<file path="src/rtl/dsp_mac_pipe.sv">
// dsp_mac_pipe: pre-adder multiply-accumulate slice with an optional product
// register, runtime op-mode select, valid pipeline and optional saturation.
//
// Ports:
//   clk, rst        rising-edge clock; asynchronous active-low reset
//   enable          global clock enable, freezes every register when low
//   in_valid        a/d/b/c/mode/acc_clr are valid this cycle
//   a, d (A_W)      signed operand and signed pre-adder operand
//   b (B_W)         signed multiplier operand
//   c (P_W)         signed addend
//   pcin (P_W)      cascade input, sampled at the final stage
//   mode (3)        0:(a+d)*b+c 1:(a-d)*b+c 2:a*b+pcin 3:a*b+p 4:(a+d)*b+pcin
//                   5-7 reserved: result is c
//   acc_clr         with mode 3, accumulate onto 0 instead of p
//   out_valid       p/pcout/overflow carry a new result
//   p, pcout (P_W)  signed result; pcout mirrors p for the downstream slice
//   overflow        the last valid result left the P_W signed range
module dsp_mac_pipe #(
  parameter int A_W      = 27,
  parameter int B_W      = 18,
  parameter int P_W      = 48,
  parameter int M_REG    = 1,
  parameter int SATURATE = 0
) (
  input  logic           clk,
  input  logic           rst,
  input  logic           enable,
  input  logic           in_valid,
  input  logic [A_W-1:0] a,
  input  logic [A_W-1:0] d,
  input  logic [B_W-1:0] b,
  input  logic [P_W-1:0] c,
  input  logic [P_W-1:0] pcin,
  input  logic [2:0]     mode,
  input  logic           acc_clr,
  output logic           out_valid,
  output logic [P_W-1:0] p,
  output logic [P_W-1:0] pcout,
  output logic           overflow
);

  localparam int PR_W = A_W + B_W + 1;
  localparam int S_W  = P_W + 2;

  if (PR_W > P_W + 1) begin : g_width_check
    $error("dsp_mac_pipe: A_W+B_W+1 must not exceed P_W+1");
  end

  typedef enum logic [2:0] {
    MODE_ADD_C    = 3'd0,
    MODE_SUB_C    = 3'd1,
    MODE_A_PCIN   = 3'd2,
    MODE_ACC      = 3'd3,
    MODE_ADD_PCIN = 3'd4
  } mode_t;

  // Stage 1: input register
  logic [A_W-1:0] a1, d1;
  logic [B_W-1:0] b1;
  logic [P_W-1:0] c1;
  logic [2:0]     m1;
  logic           clr1, v1;

  always_ff @(posedge clk or negedge rst) begin
    if (!rst) begin
      a1   <= '0;
      d1   <= '0;
      b1   <= '0;
      c1   <= '0;
      m1   <= '0;
      clr1 <= 1'b0;
      v1   <= 1'b0;
    end else if (enable) begin
      a1   <= a;
      d1   <= d;
      b1   <= b;
      c1   <= c;
      m1   <= mode;
      clr1 <= acc_clr;
      v1   <= in_valid;
    end
  end

  // Stage 2: pre-adder at A_W+1 bits, then product at A_W+B_W+1 bits.
  // Reserved modes force the pre-adder to 0 so the result reduces to c.
  logic [A_W:0] a_x, d_x, pre;
  assign a_x = {a1[A_W-1], a1};
  assign d_x = {d1[A_W-1], d1};

  always_comb begin
    pre = '0;
    case (m1)
      MODE_ADD_C, MODE_ADD_PCIN: pre = a_x + d_x;
      MODE_SUB_C:                pre = a_x - d_x;
      MODE_A_PCIN, MODE_ACC:     pre = a_x;
      default:                   pre = '0;
    endcase
  end

  // Both operands sign-extended to the full product width; the low PR_W bits
  // of the unsigned product are then the exact signed product.
  logic [PR_W-1:0] pre_e, b_e, prod;
  assign pre_e = {{B_W{pre[A_W]}}, pre};
  assign b_e   = {{(A_W + 1){b1[B_W-1]}}, b1};
  assign prod  = pre_e * b_e;

  logic [PR_W-1:0] prod2;
  logic [P_W-1:0]  c2;
  logic [2:0]      m2;
  logic            clr2, v2;

  if (M_REG != 0) begin : g_mreg
    always_ff @(posedge clk or negedge rst) begin
      if (!rst) begin
        prod2 <= '0;
        c2    <= '0;
        m2    <= '0;
        clr2  <= 1'b0;
        v2    <= 1'b0;
      end else if (enable) begin
        prod2 <= prod;
        c2    <= c1;
        m2    <= m1;
        clr2  <= clr1;
        v2    <= v1;
      end
    end
  end else begin : g_mcomb
    assign prod2 = prod;
    assign c2    = c1;
    assign m2    = m1;
    assign clr2  = clr1;
    assign v2    = v1;
  end

  // Final stage: addend select, widened sum, range check.
  logic [P_W-1:0] p_q, addend, res;
  logic [S_W-1:0] sum;
  logic           ovf, ovf_q, vout_q;

  always_comb begin
    addend = c2;
    case (m2)
      MODE_ADD_C, MODE_SUB_C:     addend = c2;
      MODE_A_PCIN, MODE_ADD_PCIN: addend = pcin;
      MODE_ACC:                   addend = clr2 ? '0 : p_q;
      default:                    addend = c2;
    endcase
  end

  assign sum = {{(S_W - PR_W){prod2[PR_W-1]}}, prod2} + {{2{addend[P_W-1]}}, addend};

  // In range iff the three bits from the P_W sign bit upward all agree.
  assign ovf = !((sum[S_W-1:P_W-1] == '0) || (sum[S_W-1:P_W-1] == '1));

  always_comb begin
    res = sum[P_W-1:0];
    if (SATURATE != 0 && ovf)
      res = sum[S_W-1] ? {1'b1, {(P_W - 1){1'b0}}} : {1'b0, {(P_W - 1){1'b1}}};
  end

  always_ff @(posedge clk or negedge rst) begin
    if (!rst) begin
      p_q    <= '0;
      ovf_q  <= 1'b0;
      vout_q <= 1'b0;
    end else if (enable) begin
      vout_q <= v2;
      if (v2) begin
        p_q   <= res;
        ovf_q <= ovf;
      end
    end
  end

  assign p         = p_q;
  assign pcout     = p_q;
  assign overflow  = ovf_q;
  assign out_valid = vout_q;

endmodule

</file>
<file path="config.mk">
export PLATFORM = sky130hd
export DESIGN_NAME = dsp_mac_pipe
export DESIGN_NICKNAME = d
export VERILOG_FILES = /design/src/rtl/dsp_mac_pipe.sv
export SDC_FILE = /design/constraint.sdc
export NUM_CORES = 2
export LEC_CHECK = 0
export CORE_MARGIN = 2
export CORE_UTILIZATION = 55
export CTS_CLUSTER_SIZE = 16
export DETAILED_ROUTE_END_ITERATION = 10
export GPL_TIMING_DRIVEN = 0
export PLACE_DENSITY = 0.76
export SLEW_MARGIN = 10
export SYNTH_ARGS = -nofsm -noshare
export SYNTH_HDL_FRONTEND = slang
export SYNTH_SLANG_ARGS = --single-unit
export TNS_END_PERCENT = 10
</file>
<file path="constraint.sdc">
create_clock -name clk -period 12.85 [get_ports clk]
set_clock_uncertainty 0.15 [all_clocks]
set_input_delay 2.57 -clock clk [delete_from_list [all_inputs] [get_ports clk]]
set_output_delay 2.57 -clock clk [all_outputs]
set_load 0.02 [all_outputs]
</file>
* Yosys cells after proc, flatten, opt, wreduce, memory -nomap -nowiden
Index checks and enable logic that the tools add are counted.
Widths: inputs -> output; s select.
** Cells by class
- Reduce and logical (&&, ||, !) cells :: 8
- Multiplexer cells :: 3
- Eq/ne operators :: 8
- $mul :: 1
- $add $sub $neg :: 3
** Operators with widths (count)
- $pmux 48 s2 :: 1
- $pmux 28 s3 :: 1
- $add 46x48->49 :: 1
- $mux 48 :: 1
- $mul 28x18->46 :: 1
- $add 27x27->28 :: 1
- $sub 27x27->28 :: 1
- $eq 3x2->1 const B :: 4
- $eq 3x3->1 const B :: 3
- $logic_not 3->1 :: 2
- $reduce_or 2->1 :: 3
- $eq 3x1->1 const B :: 1
- $reduce_and 2->1 :: 1
- $logic_not 1->1 :: 1
- $logic_or 1x1->1 :: 1
** Word-level totals
- Input port bits :: 176
- Flip-flop bits (word level) :: 274
- Word-level logic and storage cells :: 38

* Depth between registers and ports, before layout
- Depth after elaboration :: 7
- Mapped depth :: 40
- Mapped depth without buffers :: 38

* Worst setup path before layout
Ideal clock, no wire load.
- Kind :: register to register
- From :: register d1[5]
- To :: register prod2[45]
- Period minus slack after synthesis :: 9.585 ns
- Buffers on the path :: 2
- Arrival :: 9.348 ns
- Path slack :: 3.265 ns
- Setup time :: 0.087 ns
- Data required time :: 12.613 ns
- Stages on the path, launching flop included :: 38
- Cell sequence :: dfrtp_1 -> or4_4 -> nor3_1 -> nand2_1 -> o31ai_1 -> xor2_1 -> ha_1 -> o211a_1 -> a21oi_1 -> a21boi_0 -> a211oi_2 -> o21ai_0 -> o21ba_2 -> o2111a_1 -> or3_1 -> buf_6 -> buf_6 -> and2_1 -> (+2 left out) -> fa_1 -> inv_1 -> fa_1 -> fa_1 -> fa_1 -> inv_1 -> fa_1 -> inv_1 -> ha_1 -> a21o_1 -> a21o_1 -> a21o_1 -> a21oi_1 -> o21ai_0 -> a31oi_1 -> o31ai_1 -> or4_1 -> o211ai_1
** Between the ends
- Word-level cells in the longest chain between the ends :: 3
- Elaborated cells between the ends (all ways) :: 4
- Those cells by class :: 2 x add/sub; 1 x mul; 1 x mux
** RTL lines
- start, declared :: RTL line 58 : logic [A_W-1:0] a1, d1;
- start signal, assigned :: RTL line 67 : d1 <= '0;
- start signal, assigned :: RTL line 75 : d1 <= d;
- $sub 27x27->28 / $add 27x27->28 (equally long branches) :: RTL line 94, 93
- $pmux 28 s3 * :: RTL line 92 : case (m1)
- $mul 28x18->46 * :: RTL line 105 : assign prod = pre_e * b_e;
- end signal, assigned :: RTL line 121 : prod2 <= prod;
- end, declared :: RTL line 107 : logic [PR_W-1:0] prod2;
Every way passes the cells marked *; elsewhere a longest branch is shown, timed or not.
A chain may end at the register's enable or synchronous reset.

* Final worst setup path
- From :: register m1[0]
- To :: register prod2[38]
** Between the ends
- Word-level cells in the longest chain between the ends :: 4
- Elaborated cells between the ends (all ways) :: 9
- Those cells by class :: 1 x mul; 4 x eq/ne; 1 x mux; 3 x reduce/logical
** RTL lines
- start, declared :: RTL line 61 : logic [2:0] m1;
- start signal, assigned :: RTL line 78 : m1 <= mode;
- $eq 3x2->1, or another cell as far along :: RTL line 92
- $reduce_or 2->1 :: RTL line 92
- $pmux 28 s3 * :: RTL line 92
- $mul 28x18->46 * :: RTL line 105
Marks and branches as above.

==> metrics.txt <==
run status=completed; Yosys top cell by area=sky130_fd_sc_hd__fa_1; routed length on met3=8990 microns; vias per cell=5.78; first-pass GRT wire length=160000 microns; clock buffer count from CTS=34; Post-layout nets=4802; Clock Sink Count=274; post-placement setup slack=651 ps; number of setup violations in the final report=0; detailed-routing iteration count for the pre-antenna-repair pass=9; clock transition time at the flip-flop clock pins of the worst setup and hold paths=60 ps; post-route antenna net violation count=0; pin count of the biggest net entering global routing=109; Routed met1 length=41500 microns; library cell contributing the largest single delay on the critical path=sky130_fd_sc_hd__o21ai_1; antenna violations before repair=3; maximum fanout count along the critical path=10; insertion delay to the later sink of the worst-skew pair=590 ps; drt wl/cell=21.2 microns; most frequent cell after synthesis=sky130_fd_sc_hd__inv_1; highest metal layer used by the detailed router=met5; number of cells produced by synthesis=3634; number of port buffers=272; Synth Warn #=0; endpoint kind of the worst setup timing path=flop; Tightest Hold Check Type=reg -> reg; grt total ovfl=0; starting density of the core=55.7%; final-report hold violation count=0; final weighted congestion of routability-driven global placement=0.967; GR Util All Layers=32.7%; final HPWL from detailed placement=81800 microns; max_cap viols=0; horizontal die dimension=254 microns; Worst EP arrival=12710 ps; Total Wirelength=102000 microns; required time of the worst setup path=13150 ps; reg-to-reg setup timing slack=440 ps; number of distinct library cell variants in the gate-level netlist after synthesis=84; unrepaired setup endpoints after global routing=no; synthesis-stage register bit count=274; maximum number of buffers from clock root to sink=3; Die Ht=254 microns; period utilization=96.6%; final worst path period need=12410 ps; Slew headroom=20.2%; synthesized area divided by synthesized cell count=9.45 sq um; area delta synth->final=14.7%; share of final-layout standard cells stronger than drive strength 1=8.91%; Root Driver=sky130_fd_sc_hd__clkbuf_16; fraction of post-synthesis cell area in the top cell type by area=28.6%; Slew Viols, Final=0; type of element launching the critical path=flop; Most used DFF post-synth=sky130_fd_sc_hd__dfrtp_1; count of flip-flops with a built-in enable after synthesis=0; Post-synth top cells=sky130_fd_sc_hd__inv_1 (626), sky130_fd_sc_hd__fa_1 (491), sky130_fd_sc_hd__nand2_1 (435); site row count=91; cell types occupying the most area after synthesis=sky130_fd_sc_hd__fa_1 (29%), sky130_fd_sc_hd__dfrtp_1 (20%), sky130_fd_sc_hd__ha_1 (6.9%); H-tree level count=2; number of global-route vias before repair=28600; Peak Freq=0.0806 GHz; post-synth net total=4490; total number of vias=27800; worst setup slack after layout=436 ps; Tightest Pin Transition=1190 ps; share of the yosys chip area belonging to registers=20.0%; cell area after synthesis=34300 sq um; crit path kind=reg -> reg; Hold Worst Slack=344 ps; Async S/R FF share, synth=100%; clock tree from TritonCTS=yes; I/O Pins=274; number of remaining DRC errors=0; die area=64500 sq um; drt initial violations=2620; Met2 Routed Length=47000 microns; placeable core region=61700 sq um; maximum single-stage delay on the critical path=910 ps
area by class of cell:
cell class	count	area, sq um
flip-flops and latches	274	6860
fillers	5175	22300
inverters	627	2350
clock buffers	45	962
diodes	3	7.51
well taps	837	1050
plain buffers	233	1080
multi-input cells	2500	24100
clock inverters	17	226
repair buffers	276	2800
stage by stage:
step | cell area [sq um] | cells | util, % | TNS [ps]
finish | 39400 | 4812 | 63.8 | 0
global route | 39400 | 4809 | 63.8 | 0
CTS | 39400 | 4809 | 63.8 | 0
detailed placement | 38200 | 4747 | 61.9 | 0
global placement | 38100 | 4743 | 61.8 | -785580
floorplan | 34300 | 3634 | - | 0
cells in the final DEF (no fill, tap or decap), types with 114 or more instances in the layout:
| cell type | n |
|---|---|
| sky130_fd_sc_hd__and2_1 | 214 |
| sky130_fd_sc_hd__nand2_1 | 435 |
| sky130_fd_sc_hd__fa_1 | 491 |
| sky130_fd_sc_hd__mux2_2 | 203 |
| sky130_fd_sc_hd__a21oi_1 | 114 |
| sky130_fd_sc_hd__clkdlybuf4s50_1 | 271 |
| sky130_fd_sc_hd__dfrtp_1 | 274 |
| sky130_fd_sc_hd__o21ai_0 | 115 |
| sky130_fd_sc_hd__clkbuf_1 | 177 |
| sky130_fd_sc_hd__ha_1 | 189 |
| sky130_fd_sc_hd__inv_1 | 626 |
kinds of logic after synthesis:
kind of cell | Yosys count | share of synthesized area (%)
fa+ha+maj | 680 | 35.5
simple gates | 922 | 13.1
mux | 209 | 6.85
compound gates | 569 | 11.5
flops | 274 | 20.0
buf+inv | 860 | 10.0
xor+xnor | 120 | 3.08
path summary, 6_finish.rpt:
path                          start         to  cells after the start
setup / recovery              m1[0]  prod2[38]                     34
hold / removal             overflow   overflow                      1
setup reg to reg              m1[0]  prod2[38]                     34
hold reg to reg            overflow   overflow                      1
max in group asynchronous       rst      c2[5]                      3
min in group asynchronous       rst     a1[23]                      1
metal layers:
layer / global-route usage [%] / vias to the layer above
met3: 6.51 / 262
met1: 44.1 / 14000
met4: 12.8 / 2
li1: - / 12400
met5: 0 / -
met2: 51.9 / 1167
state kept, by name (all words and copies together), names as in the netlist, 3 cells and up:
register / count
c1: 48
c2: 48
p: 48
prod2: 46
a1: 27
d1: 27
b1: 18
m1: 3
m2: 3
critical path: cells and delay by family, from the launching register on:
kind,cells,cell delay [ps]
AND/OR/NAND/NOR,5,1250
adder cells (fa/ha/maj),8,3520
buffers and inverters,8,1660
flip-flops,1,550
XOR/XNOR,2,380
AO/OA/AOI/OAI,11,4770
what timing repair did:
action / CTS / global route
resized for setup: 0 / 1
hold buffers: 0 / 0
setup endpoints to repair: 0 / 5
buffers inserted: 0 / 0
Power is left out: the tool's default activity adds up to more than one toggle a clock period on the data nets, which glitch-free logic cannot reach.
